[src/rtl/id_issue.sv]
// id_issue: decode/issue stage of a 16-bit MIPS16-style pipeline.
// Decodes, resolves operands (forward or interlock), loads ID/EX.
module id_issue #(
  parameter int DATA_W = 16,
  parameter bit FWD_EN = 1'b1
) (
  input  logic              clk,
  input  logic              rst,
  input  logic              if_valid_i,
  output logic              if_ready_o,
  input  logic [15:0]       pc_i,
  input  logic [15:0]       inst_i,
  output logic [3:0]        rf_raddr0_o,
  output logic [3:0]        rf_raddr1_o,
  input  logic [DATA_W-1:0] rf_rdata0_i,
  input  logic [DATA_W-1:0] rf_rdata1_i,
  input  logic              mem_we_i,
  input  logic [3:0]        mem_waddr_i,
  input  logic [DATA_W-1:0] mem_wdata_i,
  input  logic              hold_i,
  output logic              ex_valid_o,
  output logic [2:0]        ex_aluop_o,
  output logic [DATA_W-1:0] ex_op0_o,
  output logic [DATA_W-1:0] ex_op1_o,
  output logic [DATA_W-1:0] ex_sdata_o,
  output logic              ex_we_o,
  output logic [3:0]        ex_waddr_o,
  output logic              ex_is_load_o,
  input  logic [DATA_W-1:0] ex_wdata_i,
  output logic              branch_flag_o,
  output logic [15:0]       branch_addr_o
);

  typedef enum logic [2:0] {
    ALU_NOP   = 3'd0,
    ALU_ADD   = 3'd1,
    ALU_SUB   = 3'd2,
    ALU_CMP   = 3'd3,
    ALU_PASS  = 3'd4,
    ALU_LOAD  = 3'd5,
    ALU_STORE = 3'd6
  } aluop_e;

  typedef struct packed {
    logic              valid;
    aluop_e            aluop;
    logic [DATA_W-1:0] op0;
    logic [DATA_W-1:0] op1;
    logic [DATA_W-1:0] sdata;
    logic              we;
    logic [3:0]        waddr;
    logic              is_load;
  } id_ex_t;

  localparam logic [4:0] OP_B     = 5'b00010;
  localparam logic [4:0] OP_BEQZ  = 5'b00100;
  localparam logic [4:0] OP_BNEZ  = 5'b00101;
  localparam logic [4:0] OP_ADDIU = 5'b01001;
  localparam logic [4:0] OP_LI    = 5'b01101;
  localparam logic [4:0] OP_LW    = 5'b10011;
  localparam logic [4:0] OP_SW    = 5'b11011;
  localparam logic [4:0] OP_RR    = 5'b11100;
  localparam logic [4:0] OP_CMPG  = 5'b11101;
  localparam logic [3:0] REG_T    = 4'd9;

  id_ex_t ex_q;
  id_ex_t dec;

  logic [4:0] opc;
  logic [3:0] rx;
  logic [3:0] ry;
  logic [3:0] rz;

  assign opc = inst_i[15:11];
  assign rx  = {1'b0, inst_i[10:8]};
  assign ry  = {1'b0, inst_i[7:5]};
  assign rz  = {1'b0, inst_i[4:2]};

  logic [DATA_W-1:0] imm8_s;
  logic [DATA_W-1:0] imm8_z;
  logic [DATA_W-1:0] imm5_s;
  logic [15:0]       off8;
  logic [15:0]       off11;

  assign imm8_s = {{(DATA_W-8){inst_i[7]}}, inst_i[7:0]};
  assign imm8_z = {{(DATA_W-8){1'b0}}, inst_i[7:0]};
  assign imm5_s = {{(DATA_W-5){inst_i[4]}}, inst_i[4:0]};
  assign off8   = {{8{inst_i[7]}}, inst_i[7:0]};
  assign off11  = {{5{inst_i[10]}}, inst_i[10:0]};

  logic is_b;
  logic is_beqz;
  logic is_bnez;
  logic is_addiu;
  logic is_li;
  logic is_lw;
  logic is_sw;
  logic is_addu;
  logic is_subu;
  logic is_cmp;

  assign is_b     = opc == OP_B;
  assign is_beqz  = opc == OP_BEQZ;
  assign is_bnez  = opc == OP_BNEZ;
  assign is_addiu = opc == OP_ADDIU;
  assign is_li    = opc == OP_LI;
  assign is_lw    = opc == OP_LW;
  assign is_sw    = opc == OP_SW;
  assign is_addu  = (opc == OP_RR) && (inst_i[1:0] == 2'b01);
  assign is_subu  = (opc == OP_RR) && (inst_i[1:0] == 2'b11);
  assign is_cmp   = (opc == OP_CMPG) && (inst_i[4:0] == 5'b01010);

  assign rf_raddr0_o = rx;
  assign rf_raddr1_o = ry;

  logic ex_hit0;
  logic ex_hit1;
  logic mem_hit0;
  logic mem_hit1;
  logic ld_hit0;
  logic ld_hit1;

  assign ex_hit0  = ex_q.valid & ex_q.we & (ex_q.waddr == rx);
  assign ex_hit1  = ex_q.valid & ex_q.we & (ex_q.waddr == ry);
  assign mem_hit0 = mem_we_i & (mem_waddr_i == rx);
  assign mem_hit1 = mem_we_i & (mem_waddr_i == ry);
  assign ld_hit0  = ex_q.valid & ex_q.is_load & (ex_q.waddr == rx);
  assign ld_hit1  = ex_q.valid & ex_q.is_load & (ex_q.waddr == ry);

  logic [DATA_W-1:0] opnd0;
  logic [DATA_W-1:0] opnd1;

  // A load in ID/EX has no data yet; it is covered by the load-use stall.
  always_comb begin
    opnd0 = rf_rdata0_i;
    opnd1 = rf_rdata1_i;
    if (FWD_EN) begin
      if (ex_hit0 && !ex_q.is_load) opnd0 = ex_wdata_i;
      else if (mem_hit0)            opnd0 = mem_wdata_i;
      if (ex_hit1 && !ex_q.is_load) opnd1 = ex_wdata_i;
      else if (mem_hit1)            opnd1 = mem_wdata_i;
    end
  end

  logic        use0;
  logic        use1;
  logic        br_al;
  logic        br_z;
  logic        br_nz;
  logic [15:0] br_off;

  always_comb begin
    dec       = '0;
    dec.valid = 1'b1;
    use0      = 1'b0;
    use1      = 1'b0;
    br_al     = 1'b0;
    br_z      = 1'b0;
    br_nz     = 1'b0;
    br_off    = 16'h0;
    unique case (1'b1)
      is_b: begin
        br_al  = 1'b1;
        br_off = off11;
      end
      is_beqz: begin
        use0   = 1'b1;
        br_z   = 1'b1;
        br_off = off8;
      end
      is_bnez: begin
        use0   = 1'b1;
        br_nz  = 1'b1;
        br_off = off8;
      end
      is_addiu: begin
        use0      = 1'b1;
        dec.aluop = ALU_ADD;
        dec.op0   = opnd0;
        dec.op1   = imm8_s;
        dec.we    = 1'b1;
        dec.waddr = rx;
      end
      is_li: begin
        dec.aluop = ALU_PASS;
        dec.op0   = imm8_z;
        dec.we    = 1'b1;
        dec.waddr = rx;
      end
      is_lw: begin
        use0        = 1'b1;
        dec.aluop   = ALU_LOAD;
        dec.op0     = opnd0;
        dec.op1     = imm5_s;
        dec.we      = 1'b1;
        dec.waddr   = ry;
        dec.is_load = 1'b1;
      end
      is_sw: begin
        use0      = 1'b1;
        use1      = 1'b1;
        dec.aluop = ALU_STORE;
        dec.op0   = opnd0;
        dec.op1   = imm5_s;
        dec.sdata = opnd1;
      end
      is_addu, is_subu: begin
        use0      = 1'b1;
        use1      = 1'b1;
        dec.aluop = is_subu ? ALU_SUB : ALU_ADD;
        dec.op0   = opnd0;
        dec.op1   = opnd1;
        dec.we    = 1'b1;
        dec.waddr = rz;
      end
      is_cmp: begin
        use0      = 1'b1;
        use1      = 1'b1;
        dec.aluop = ALU_CMP;
        dec.op0   = opnd0;
        dec.op1   = opnd1;
        dec.we    = 1'b1;
        dec.waddr = REG_T;
      end
      default: ;
    endcase
  end

  logic haz_fwd;
  logic haz_lock;
  logic hazard;

  assign haz_fwd  = (use0 & ld_hit0) | (use1 & ld_hit1);
  assign haz_lock = (use0 & (ex_hit0 | mem_hit0))
                  | (use1 & (ex_hit1 | mem_hit1));
  assign hazard   = if_valid_i & (FWD_EN ? haz_fwd : haz_lock);

  assign if_ready_o = !rst & !hazard & !hold_i;

  logic br_cond;

  assign br_cond = br_al
                 | (br_z  & (opnd0 == '0))
                 | (br_nz & (opnd0 != '0));

  assign branch_flag_o = if_ready_o & if_valid_i & br_cond;
  assign branch_addr_o = branch_flag_o ? pc_i + br_off : 16'h0;

  always_ff @(posedge clk or posedge rst) begin
    if (rst) begin
      ex_q <= '0;
    end else if (!hold_i) begin
      if (hazard || !if_valid_i) ex_q <= '0;
      else                       ex_q <= dec;
    end
  end

  assign ex_valid_o   = ex_q.valid;
  assign ex_aluop_o   = ex_q.aluop;
  assign ex_op0_o     = ex_q.op0;
  assign ex_op1_o     = ex_q.op1;
  assign ex_sdata_o   = ex_q.sdata;
  assign ex_we_o      = ex_q.we;
  assign ex_waddr_o   = ex_q.waddr;
  assign ex_is_load_o = ex_q.is_load;

endmodule

[config.mk]
export PLATFORM = sky130hd
export DESIGN_NAME = id_issue
export DESIGN_NICKNAME = d
export VERILOG_FILES = /design/src/rtl/id_issue.sv
export SDC_FILE = /design/constraint.sdc
export NUM_CORES = 1
export LEC_CHECK = 0
export ABC_AREA = 1
export ABC_CLOCK_PERIOD_IN_PS = 4360
export BUFFER_PORTS_ARGS = -buffer_cell sky130_fd_sc_hd__buf_2
export CAP_MARGIN = 20
export CELL_PAD_IN_SITES_DETAIL_PLACEMENT = 0
export CELL_PAD_IN_SITES_GLOBAL_PLACEMENT = 1
export CORE_MARGIN = 1.5
export CORE_UTILIZATION = 33
export CTS_CLUSTER_SIZE = 30
export DETAILED_ROUTE_END_ITERATION = 10
export PLACE_DENSITY_LB_ADDON = 0.1
export SYNTH_ARGS = -nofsm -noshare
export SYNTH_HDL_FRONTEND = slang
export SYNTH_SLANG_ARGS = --single-unit
[constraint.sdc]
create_clock -name clk -period 4.36 [get_ports clk]
set_clock_uncertainty 0.1 [all_clocks]
set_input_delay 0.654 -clock clk [delete_from_list [all_inputs] [get_ports clk]]
set_output_delay 0.654 -clock clk [all_outputs]
set_load 0.03 [all_outputs]
== Yosys cells after proc, flatten, opt, wreduce, memory -nomap -nowiden ==
Cells that the tools add are included.
Cells by class
  add/subtract/negate cells: 1
  multipliers: 0
  divide/modulo/power cells: 0
  order comparisons: 0
  equality and inequality tests: 16
  shifts and indexed selects: 0
  muxes and demuxes: 18
  bitwise logic cells: 20
  reductions and logical operators: 20
Operator list (count)
  one-hot mux 19 bit (6 select lines): 1
  2-to-1 mux 16 bit: 6
  2-to-1 mux 58 bit: 1
  one-hot mux 16 bit (3 select lines): 1
  one-hot mux 16 bit (2 select lines): 1
  equality test 5 bit, second input constant: 4
  one-hot mux 5 bit (4 select lines): 1
  bitwise AND 1 bit: 17
  adder 16 bit: 1
  equality test 4 x 3 -> 1 bit: 4
  zero test 16 bit: 1
  nonzero test 16 bit: 1
  equality test 5 x 4 -> 1 bit, second input constant: 3
  equality test 5 x 3 -> 1 bit, second input constant: 2
  OR reduction 2 bit: 4
  OR reduction 8 bit: 1
  2-to-1 mux 1 bit: 6
  equality test 5 x 2 -> 1 bit, second input constant: 1
  logical AND 1 bit: 5
  zero test 1 bit: 5
  OR reduction 4 bit: 1
  OR 1 bit: 3
  OR reduction 3 bit: 1
  equality test 2 x 1 -> 1 bit, second input constant: 1
  3 further kinds: 3
Word-level totals
  bits in registers: 58
  latch bits: 0
  RAM bits: 0
  memory bits (read-only): 0
  bits of input ports: 105
  output and inout port bits: 84
  logic and storage cells: 83
  memories kept: 0

== Depth between registers and ports, before layout ==
Gate-level depths: netlist of run 1.
  depth in word-level cells: 13
  gate-level depth with buffers: 19

== Worst setup path after synthesis of run 1 ==
OpenSTA, ideal clock, no wires.
  path type: input port to output port
  start point: in inst_i[14]
  end point: out branch_addr_o[14]
  arrival time: 3030 ps
  slack: 576 ps
  stages: 17
  buffers on the path: 0
  cells stage by stage: inv_1 -> nand2_1 -> nor3_1 -> nor2_1 -> nor2_1 -> ha_1 -> fa_1 -> nand3_1 -> nand2_1 -> nand4_1 -> a31oi_1 -> nand3_1 -> nand2_1 -> nand2_1 -> nand3_1 -> nand3_1 -> nor2_1
Between the ends
  word-level cells in the longest chain between the ends: 13
  elaborated cells on any way between the ends: 35
  classes of those cells: add/sub: 1; eq/ne: 8; mux: 7; bitwise: 12; reduce/logical: 7
Ends and longest elaborated chain
  start, declared: RTL line 12  | input logic [15:0] inst_i,
  equality test 5 bit (on tied branches): RTL line 109, 110, 111
  logical AND 1 bit (on tied branches): RTL line 109, 110, 111
  OR reduction 8 bit (no source line) / OR reduction 4 bit (equally long branches)
  2-to-1 mux 1 bit: RTL line 161  | unique case (1'b1)
  bitwise AND 1 bit: RTL line 233  | assign haz_fwd = (use0 & ld_hit0) | (use1 & ld_hit1);
  OR 1 bit: RTL line 233
  bitwise AND 1 bit: RTL line 236  | assign hazard = if_valid_i & (FWD_EN ? haz_fwd : haz_lock);
  zero test 1 bit: RTL line 238  | assign if_ready_o = !rst & !hazard & !hold_i;
  bitwise AND 1 bit (2 in series): RTL line 238
  bitwise AND 1 bit (2 in series): RTL line 246  | assign branch_flag_o = if_ready_o & if_valid_i & br_cond;
  2-to-1 mux 16 bit *: RTL line 247  | assign branch_addr_o = branch_flag_o ? pc_i + br_off : 16'h0;
  end, declared: RTL line 31  | output logic [15:0] branch_addr_o
Every way passes the cells marked *; elsewhere a longest branch is shown, timed or not.

== Worst setup path after layout of run 1 ==
  start point: in inst_i[12]
  end point: out branch_addr_o[14]
The elaborated chain is that of the path after synthesis.

==> flow_metrics.py, run 1 <==
metrics = {
    "timing": {
        "tns_ns": 0,
        "tightest_slew_ns": 0.9631,
        "setup_ws_ns": 0.3155,
        "setup_viol": 0,
        "finalCritPeriodShare": 0.9276,
        "rsz0062_at_grt": "no",
        "hold_violations": 0,
        "period_needed_ns": 4.044,
        "max_freq_mhz": 247.3,
        "maxSlewHeadroom": 0.3561,
        "slew_violations": 0,
    },
    "routing": {
        "wl_um": 17480,
        "dr.pass1.iters": 7,
        "vias": 5445,
        "drc": 0,
        "drt_iter0_drc": 338,
        "vias_per_cell": 5.023,
        "ant_nets": 0,
        "wl_per_cell_um": 16.13,
    },
    "layout": {
        "fin_nets": 1018,
        "fill_cells": 1511,
        "diodes": 0,
        "mostFrequentLayoutCells": "nand2_1 (257), buf_2 (186), inv_1 (64)",
        "final_common_cell": "nand2_1",
        "drive_above_1_share": 0.2765,
        "synthToLayoutAreaGrowth_pct": 28.82,
    },
    "yosys": {
        "synth_top_area_share": 0.3070,
        "synth_area_um2": 4728,
        "synth_largest_area_cell": "dfrtp_1",
        "synth_area_leaders": "dfrtp_1 (31%), nand2_1 (20%), o21ai_0 (6.1%)",
        "yosysUniqueCellTypes": 41,
        "synthCells": 722,
        "synth_area_per_cell_um2": 6.549,
        "synth_seq_area_share": 0.3070,
        "yosys_warnings": 0,
        "synth_seq_cells": 58,
    },
    "clock_network": {
        "cts_tree": "done",
        "htreeDepth": 3,
        "clockBufferDepth": 2,
        "cts-root-buf": "clkbuf_16",
        "cts_hold_repair.buffers": 0,
        "clkTransAtPathRegs_ns": 0.05,
        "cts.sinks": 58,
        "numCtsBuffers": 9,
        "clock_latency_ns": 0.33,
    },
    "setup_path": {
        "r2r_cells": 8,
        "path_cells": "buf_2 > nor4_2 > nor2_2 > nor2_1 > ha_1 > fa_1 > nand3_1 > nand2_1 > nand4_1 > a31oi_2 > nand3_1 > nand2_1 > nand2_1 > nand3_1 > nand3_1 > nor2_1 > buf_2",
        "rr_endpoint": "ex_op1_o[13]$_DFFE_PP0N_",
        "reg2reg_slack_ns": 1.44,
        "required_ns": 3.61,
        "worstSetupEndpoint": "branch_addr_o[14]",
        "worstPathMaxFanout": 8,
        "crit_buf_inv": 2,
        "worstSetupStartpointType": "input port",
        "path_delay_family": "simple AND/OR/NAND/NOR gates",
        "cp_slowest_cell": "nor4_2",
        "crit_top_cell": "nand3_1",
        "max_stage_delay_ns": 0.43,
        "worstPathArrival_ns": 3.29,
        "crit_start": "inst_i[12]",
        "r2r_start": "ex_waddr_o[2]$_DFFE_PP0N_",
        "crit_type": "in -> out",
        "cp-end-kind": "primary output",
        "cp_num_cells": 17,
    },
    "global_route": {
        "grt_pass1_wl_um": 26720,
        "grt_max_degree": 59,
        "antenna_found_initial": 0,
        "overflow": 0,
        "grtUsageMet2": 0.3997,
        "grt.met3_usage": 0.04089,
        "grt_pass1_vias": 5241,
        "busiest_layer": "met2",
        "track_usage": 0.2312,
        "use_met1": 0.3000,
    },
    "placed_design": {
        "gp_congestion": 0.8873,
        "portBuffers": 186,
        "dp_hpwl_um": 13470,
        "pre_cts_ws_ns": 0.1667,
    },
    "power_and_ir_drop": {
        "max-vdd-ir-drop_mv": 0.1651,
        "p_leak_nw": 3.472,
        "power_density_nw_per_um2": 254.6,
    },
    "floorplanning": {
        "boundaryPins": 189,
        "die_x_um": 122.7,
        "floorplan.initialDensity": 0.3393,
        "dieArea_um2": 15060,
        "num_rows": 43,
        "die_h_um": 122.7,
        "core_area_um2": 13930,
    },
    "min_path": {
        "worstHoldPathCells": 2,
        "hp-class": "reg -> reg",
    },
    "outcome": {
        "status": "finished clean",
    },
    "flow_run": {
        "maxCapViolations": 0,
    },
}
[power by group]
part           leakage [nW]  total [W]  internal, W  switching (W)
registers             0.807   0.000548     0.000544     0.00000351
logic                  2.53   0.000302     0.000100       0.000202
clock network         0.140   0.000701     0.000452       0.000249
total                  3.47    0.00155      0.00110       0.000454
[synthesized netlist by cell type (all sizes together)]
library cell,number
o211ai,2
nor4,2
clkbuf,16
o31ai,1
xor2,7
buf,16
dfrtp,58
conb,1
nand2,261
o21ai,59
nand3b,1
nand3,41
a21oi,21
a211oi,1
o22ai,8
o2111ai,1
ha,12
nand4,4
nor2,79
o21bai,1
clkinv,2
a21o,1
a22o,17
nor3,9
o221ai,1
inv,73
fa,1
xnor2,8
a31oi,18
[registers in the layout, summed over array words and instances (netlist names)]
name	flops
ex_op0_o	16
ex_op1_o	16
ex_sdata_o	16
ex_waddr_o	4
ex_aluop_o	3
ex_is_load_o	1
ex_valid_o	1
ex_we_o	1
[worst min path at each step]
stage                                   start  slack, ns                        end
floorplan             ex_op1_o[5]$_DFFE_PP0N_       0.56    ex_op1_o[5]$_DFFE_PP0N_
global placement      ex_op1_o[6]$_DFFE_PP0N_       0.36    ex_op1_o[6]$_DFFE_PP0N_
detailed placement  ex_sdata_o[0]$_DFFE_PP0N_       0.37  ex_sdata_o[0]$_DFFE_PP0N_
CTS                 ex_sdata_o[0]$_DFFE_PP0N_       0.38  ex_sdata_o[0]$_DFFE_PP0N_
global route          ex_op1_o[6]$_DFFE_PP0N_       0.39    ex_op1_o[6]$_DFFE_PP0N_
finish                ex_op1_o[4]$_DFFE_PP0N_       0.38    ex_op1_o[4]$_DFFE_PP0N_
[stage by stage]
| stage | hold slack [ns] | instances | area (um^2) | power [W] | util |
|---|---|---|---|---|---|
| 2_1_floorplan | 0.5616 | 723 | 4732 | 0.0007392 | - |
| 3_3_place_gp | 0.3612 | 1069 | 5783 | 0.0008566 | 0.4150 |
| 3_5_place_dp | 0.3690 | 1069 | 5783 | 0.0008572 | 0.4150 |
| 4_1_cts | 0.3824 | 1084 | 6077 | 0.001563 | 0.4361 |
| 5_1_grt | 0.3926 | 1084 | 6091 | 0.001619 | 0.4371 |
| 6_report | 0.3758 | 1084 | 6091 | 0.001551 | 0.4371 |
[what timing repair did]
| item | in CTS | in global routing |
|---|---|---|
| setup endpoints to repair | 0 | 3 |
| gates resized for setup | 0 | 3 |
| setup buffers | 0 | 0 |
[tightest hold or removal path: cells and delay by family, from the launching register on]
kind | cells | cell delay, ns
simple gates | 2 | 0.10
flops | 1 | 0.34
[logic make-up after synthesis]
family	share of synthesized area
simple gates	0.3631
compound gates	0.1646
buf+inv	0.1008
flops	0.3070
xor+xnor	0.02779
fa+ha+maj	0.03599
other cells	0.0007931
[cell type report]
class / count / area, um^2 / area share
clock buffers: 10 / 239.0 / 0.03924
clock inverters: 5 / 55.05 / 0.009039
inverters: 75 / 281.5 / 0.04622
multi-input cells: 558 / 2818 / 0.4626
flip-flops and latches: 58 / 1451 / 0.2383
well taps: 180 / 225.2 / 0.03698
repair buffers: 198 / 1021 / 0.1676
[per-layer routing]
metal	vias to the layer above	share of wire
met3	8	0.082
met5	-	0
li1	2688	-
met2	232	0.48
met4	0	0.0081
met1	2517	0.43
(Power assumes the default switching activity.)
==> run 2, diff against run 1 <==
--- a/config.mk
+++ b/config.mk
@@ -6,13 +6,13 @@
 export NUM_CORES = 1
 export LEC_CHECK = 0
 export ABC_AREA = 1
-export ABC_CLOCK_PERIOD_IN_PS = 4360
+export ABC_CLOCK_PERIOD_IN_PS = 4390
 export BUFFER_PORTS_ARGS = -buffer_cell sky130_fd_sc_hd__buf_2
 export CAP_MARGIN = 20
-export CELL_PAD_IN_SITES_DETAIL_PLACEMENT = 0
-export CELL_PAD_IN_SITES_GLOBAL_PLACEMENT = 1
+export CELL_PAD_IN_SITES_DETAIL_PLACEMENT = 2
+export CELL_PAD_IN_SITES_GLOBAL_PLACEMENT = 2
 export CORE_MARGIN = 1.5
-export CORE_UTILIZATION = 33
+export CORE_UTILIZATION = 25
 export CTS_CLUSTER_SIZE = 30
 export DETAILED_ROUTE_END_ITERATION = 10
 export PLACE_DENSITY_LB_ADDON = 0.1
==> constraint.sdc (replaced) <==
create_clock -name clk -period 4.39 [get_ports clk]
set_clock_uncertainty 0.1 [all_clocks]
set_input_delay 0.6585 -clock clk [delete_from_list [all_inputs] [get_ports clk]]
set_output_delay 0.6585 -clock clk [all_outputs]
set_load 0.03 [all_outputs]
==> flow_metrics.py, run 2 (synthesis results as in run 1) <==
metrics = {
    "timing": {
        "maxSlewHeadroom": 0.3556,
        "finalCritPeriodShare": 0.9417,
        "tightest_slew_ns": 0.9639,
        "period_needed_ns": 4.134,
        "setup_viol": 0,
        "rsz0062_at_grt": "yes",
        "slew_violations": 0,
        "max_freq_mhz": 241.9,
        "hold_violations": 0,
        "setup_ws_ns": 0.2561,
    },
    "layout": {
        "final_common_cell": "nand2_1",
        "drive_above_1_share": 0.2770,
        "synthToLayoutAreaGrowth_pct": 30.67,
        "diodes": 0,
        "instances_no_fill": 1140,
        "fin_nets": 1019,
        "mostFrequentLayoutCells": "nand2_1 (257), buf_2 (186), inv_1 (64)",
    },
    "routing": {
        "drt_iter0_drc": 189,
        "vias": 5589,
        "ant_nets": 0,
        "drc": 0,
        "vias_per_cell": 4.903,
        "wl_um": 21380,
        "dr.pass1.iters": 4,
        "wl_per_cell_um": 18.76,
    },
    "setup_path": {
        "required_ns": 3.63,
        "cp-end-kind": "primary output",
        "worstSetupStartpointType": "input port",
        "crit_type": "in -> out",
        "worstPathArrival_ns": 3.38,
        "worstPathMaxFanout": 8,
    },
    "clock_network": {
        "clkTransAtPathRegs_ns": 0.05,
        "numCtsBuffers": 9,
        "clock_latency_ns": 0.33,
        "htreeDepth": 3,
        "cts.sinks": 58,
        "cts-root-buf": "clkbuf_16",
        "cts_tree": "done",
        "clockBufferDepth": 2,
        "cts_hold_repair.buffers": 0,
    },
    "placed_design": {
        "pre_cts_ws_ns": 0.05256,
        "portBuffers": 186,
        "gp_congestion": 0.8294,
        "place_inst": 1124,
        "dp_hpwl_um": 17300,
    },
    "global_route": {
        "overflow": 0,
        "grt_pass1_wl_um": 32840,
        "antenna_found_initial": 2,
        "track_usage": 0.2156,
        "grt_pass1_vias": 6001,
        "grt_max_degree": 59,
    },
    "floorplanning": {
        "boundaryPins": 189,
        "core_area_um2": 18640,
        "die_x_um": 140.5,
        "die_h_um": 140.5,
        "num_rows": 50,
        "floorplan.initialDensity": 0.2536,
        "dieArea_um2": 19750,
    },
    "power_and_ir_drop": {
        "p_leak_nw": 3.482,
        "power_density_nw_per_um2": 255.5,
        "max-vdd-ir-drop_mv": 0.1614,
    },
    "flow_run": {
        "maxCapViolations": 0,
    },
    "outcome": {
        "status": "finished clean",
    },
    "min_path": {
        "hp-class": "reg -> reg",
    },
}
-- run 2: cell types whose count changed in the layout (fill, tap and decap cells not counted), sizes merged --
cell	before	now
clkinv	4	3
clkbuf	10	12
buf	198	199
-- run 2: worst max-delay path, stage by stage --
cell and delay, ns:
buf_2 0.12, inv_2 0.08, nor4_2 0.39, nor2_2 0.15, nor2_1 0.12, ha_1 0.25, fa_1 0.23, nand3_1 0.08
nand2_1 0.13, nand4_1 0.21, a31oi_2 0.24, nand3_1 0.13, nand2_1 0.07, nand2_1 0.06, nand3_1 0.07, nand3_1 0.08
nor2_1 0.09, buf_2 0.20
-- run 2: worst paths after layout --
kind | startpoint | endpoint | slack, ns | cells after the start
worst max register to register | ex_waddr_o[2]$_DFFE_PP0N_ | ex_op1_o[11]$_DFFE_PP0N_ | 1.44 | 8
worst min register to register | ex_op1_o[3]$_DFFE_PP0N_ | ex_op1_o[3]$_DFFE_PP0N_ | 0.38 | 2
worst min-delay path | ex_op1_o[3]$_DFFE_PP0N_ | ex_op1_o[3]$_DFFE_PP0N_ | 0.38 | 2
worst max-delay path | inst_i[13] | branch_addr_o[14] | 0.26 | 18
max in group asynchronous | rst | ex_op0_o[4]$_DFFE_PP0N_ | 3.17 | 3
min in group asynchronous | rst | ex_waddr_o[0]$_DFFE_PP0N_ | 0.45 | 3
-- run 2: cell type report --
cell class | count | area, um^2
inverters | 75 | 281.5
clock buffers | 12 | 256.5
clock inverters | 4 | 50.05
repair buffers | 199 | 1028
fillers | 2321 | 12460
well taps | 234 | 292.8
flip-flops and latches | 58 | 1451
multi-input cells | 558 | 2818
-- run 2: per-stage QoR --
stage / total power, W / util / area (um^2) / setup TNS [ns] / hold WS, ns
final: 0.001578 / 0.3314 / 6178 / 0 / 0.3763
after global routing: 0.001652 / 0.3314 / 6178 / -0.0004150 / 0.4130
after CTS: 0.001601 / 0.3307 / 6165 / 0 / 0.3841
after detailed placement: 0.0008706 / 0.3142 / 5858 / 0 / 0.3682
after global placement: 0.0008636 / 0.3142 / 5858 / 0 / 0.3600
after floorplan: 0.0007342 / - / 4732 / 0 / 0.5616
-- run 2: timing repair --
item                       in CTS  in global routing
setup endpoints to repair       0                  5
setup buffers                   0                  0
resized for setup               0                  3
-- run 2: metal layers --
metal | part of all wire | global-route usage
met2 | 0.52 | 0.3997
met3 | 0.037 | 0.03453
met1 | 0.43 | 0.2588
met5 | 0 | 0
met4 | 0.017 | 0.05373
-- run 2: power by group --
part	switching [W]	total (W)	leakage, nW	internal, W
Combinational	0.000212	0.000313	2.53	0.000101
Sequential	0.00000371	0.000544	0.807	0.000541
Clock	0.000252	0.000721	0.145	0.000469
==> run 3, diff against run 2 <==
--- a/config.mk
+++ b/config.mk
@@ -11,7 +11,7 @@
 export CAP_MARGIN = 20
 export CELL_PAD_IN_SITES_DETAIL_PLACEMENT = 2
 export CELL_PAD_IN_SITES_GLOBAL_PLACEMENT = 2
-export CORE_MARGIN = 1.5
+export CORE_MARGIN = 2
 export CORE_UTILIZATION = 25
 export CTS_CLUSTER_SIZE = 30
 export DETAILED_ROUTE_END_ITERATION = 10
==> flow_metrics.py, run 3 (synthesis results as in run 1) <==
metrics = {
    "outcome": {
        "status": "finished clean",
    },
    "clock_network": {
        "cts.sinks": 58,
        "postCtsSetupBuffers": 0,
        "numCtsBuffers": 9,
        "clkTransAtPathRegs_ns": 0.05,
        "cts-root-buf": "clkbuf_16",
        "clock_latency_ns": 0.34,
        "htreeDepth": 3,
        "cts_tree": "done",
        "clockBufferDepth": 2,
    },
    "timing": {
        "slew_violations": 0,
        "maxSlewHeadroom": 0.3430,
        "setup_ws_ns": 0.2639,
        "rsz0062_at_grt": "no",
        "setup_viol": 0,
        "finalCritPeriodShare": 0.9399,
        "period_needed_ns": 4.126,
        "tightest_slew_ns": 0.9827,
        "max_freq_mhz": 242.4,
        "tns_ns": 0,
        "hold_violations": 0,
    },
    "min_path": {
        "hp-class": "reg -> reg",
    },
    "global_route": {
        "use_met1": 0.2658,
        "overflow": 0,
        "grt.met3_usage": 0.03510,
        "grt_pass1_vias": 6049,
        "grtUsageMet2": 0.3863,
        "busiest_layer": "met2",
        "grt_max_degree": 59,
        "track_usage": 0.2170,
        "antenna_found_initial": 2,
        "grt_pass1_wl_um": 33650,
    },
    "layout": {
        "final_common_cell": "nand2_1",
        "design_area_um2": 6222,
        "drive_above_1_share": 0.2789,
        "synthToLayoutAreaGrowth_pct": 31.60,
        "fill_cells": 2323,
        "fin_nets": 1020,
        "finish.utilization": 0.3338,
        "mostFrequentLayoutCells": "nand2_1 (257), buf_2 (186), inv_1 (64)",
    },
    "floorplanning": {
        "core_area_um2": 18640,
        "boundaryPins": 189,
        "dieArea_um2": 20030,
        "die_h_um": 141.5,
        "floorplan.initialDensity": 0.2536,
        "num_rows": 50,
        "die_x_um": 141.5,
    },
    "power_and_ir_drop": {
        "max-vdd-ir-drop_mv": 0.1069,
        "combPwrFrac": 0.194,
        "internal_power_w": 0.001153,
        "clkPwrFrac": 0.475,
        "power_frac_seq": 0.331,
        "switchingPower_w": 0.0004929,
        "total_power_w": 0.001646,
        "p_leak_nw": 3.500,
        "p_sw_frac": 0.2995,
        "power_density_nw_per_um2": 264.5,
    },
    "routing": {
        "vias_per_cell": 4.891,
        "drc": 0,
        "dr.pass1.iters": 6,
        "wl_um": 21780,
        "ant_nets": 0,
        "vias": 5590,
        "drt_iter0_drc": 222,
        "wl_per_cell_um": 19.05,
    },
    "flow_run": {
        "maxCapViolations": 0,
    },
    "setup_path": {
        "worstPathArrival_ns": 3.37,
        "required_ns": 3.63,
        "cp-end-kind": "primary output",
        "worstSetupStartpointType": "input port",
        "crit_type": "in -> out",
        "worstPathMaxFanout": 6,
    },
    "placed_design": {
        "portBuffers": 186,
        "dp_hpwl_um": 17480,
        "gp_congestion": 0.8893,
        "dpl_cell_area_um2": 5866,
        "pre_cts_ws_ns": 0.04165,
    },
}
==> run 3: final timing paths <==
path / startpoint / end / slack [ns] / cells after the start
max: inst_i[15] / branch_addr_o[13] / 0.26 / 18
min: ex_op1_o[0]$_DFFE_PP0N_ / ex_op1_o[0]$_DFFE_PP0N_ / 0.38 / 2
max reg2reg: ex_waddr_o[2]$_DFFE_PP0N_ / ex_op1_o[11]$_DFFE_PP0N_ / 1.50 / 8
min reg2reg: ex_op1_o[0]$_DFFE_PP0N_ / ex_op1_o[0]$_DFFE_PP0N_ / 0.38 / 2
max in group asynchronous: rst / ex_op1_o[1]$_DFFE_PP0N_ / 3.16 / 3
min in group asynchronous: rst / ex_waddr_o[0]$_DFFE_PP0N_ / 0.45 / 3
==> run 3: repair_timing <==
item,4_1_cts,5_1_grt
endpoints found under the setup margin,0,5
resized for setup,0,8
hold buffers,0,0
hold endpoints to repair,0,0
==> run 3: through the flow <==
| step | hold slack [ns] | cells |
|---|---|---|
| 2_1_floorplan | 0.5616 | 723 |
| 3_3_place_gp | 0.3610 | 1125 |
| 3_5_place_dp | 0.3671 | 1125 |
| 4_1_cts | 0.3830 | 1141 |
| 5_1_grt | 0.4127 | 1141 |
| 6_report | 0.3792 | 1143 |
==> run 3: layer usage <==
metal | wire length [um] | share of wire
met3 | 987 | 0.045
met1 | 9336 | 0.43
met5 | 11 | 0.00051
met2 | 10920 | 0.50
met4 | 524 | 0.024
==> run 3: critical path, cell delays in order <==
cell       delay, ns
buf_2           0.16
inv_2           0.10
nand2_1         0.09
nor3_4          0.23
nor2_2          0.09
buf_4           0.16
nor2_1          0.11
ha_2            0.33
a21oi_1         0.18
o21ai_1         0.11
nand2_1         0.07
o2111ai_1       0.23
nand3_1         0.17
nand2_1         0.11
a21oi_1         0.17
xor2_1          0.16
nor2_1          0.05
buf_2           0.18
==> run 3: cell type report <==
type | count | area [um^2] | area share
antenna | 2 | 5.005 | 0.0008043
clock buffer | 11 | 242.7 | 0.03901
clock inverter | 5 | 77.57 | 0.01247
inverter | 75 | 281.5 | 0.04524
multi-input combinational | 558 | 2835 | 0.4557
sequential | 58 | 1451 | 0.2333
tap | 234 | 292.8 | 0.04705
timing repair buffer | 200 | 1036 | 0.1665
==> run 3: power by group through the flow <==
stage	combinational (W)	sequential, W	clock, W
final	0.000320	0.000544	0.000782
after global routing	0.000353	0.000545	0.000817
after CTS	0.000323	0.000544	0.000792
after detailed placement	0.000320	0.000554	0
after global placement	0.000311	0.000553	0
after floorplan	0.000170	0.000564	0
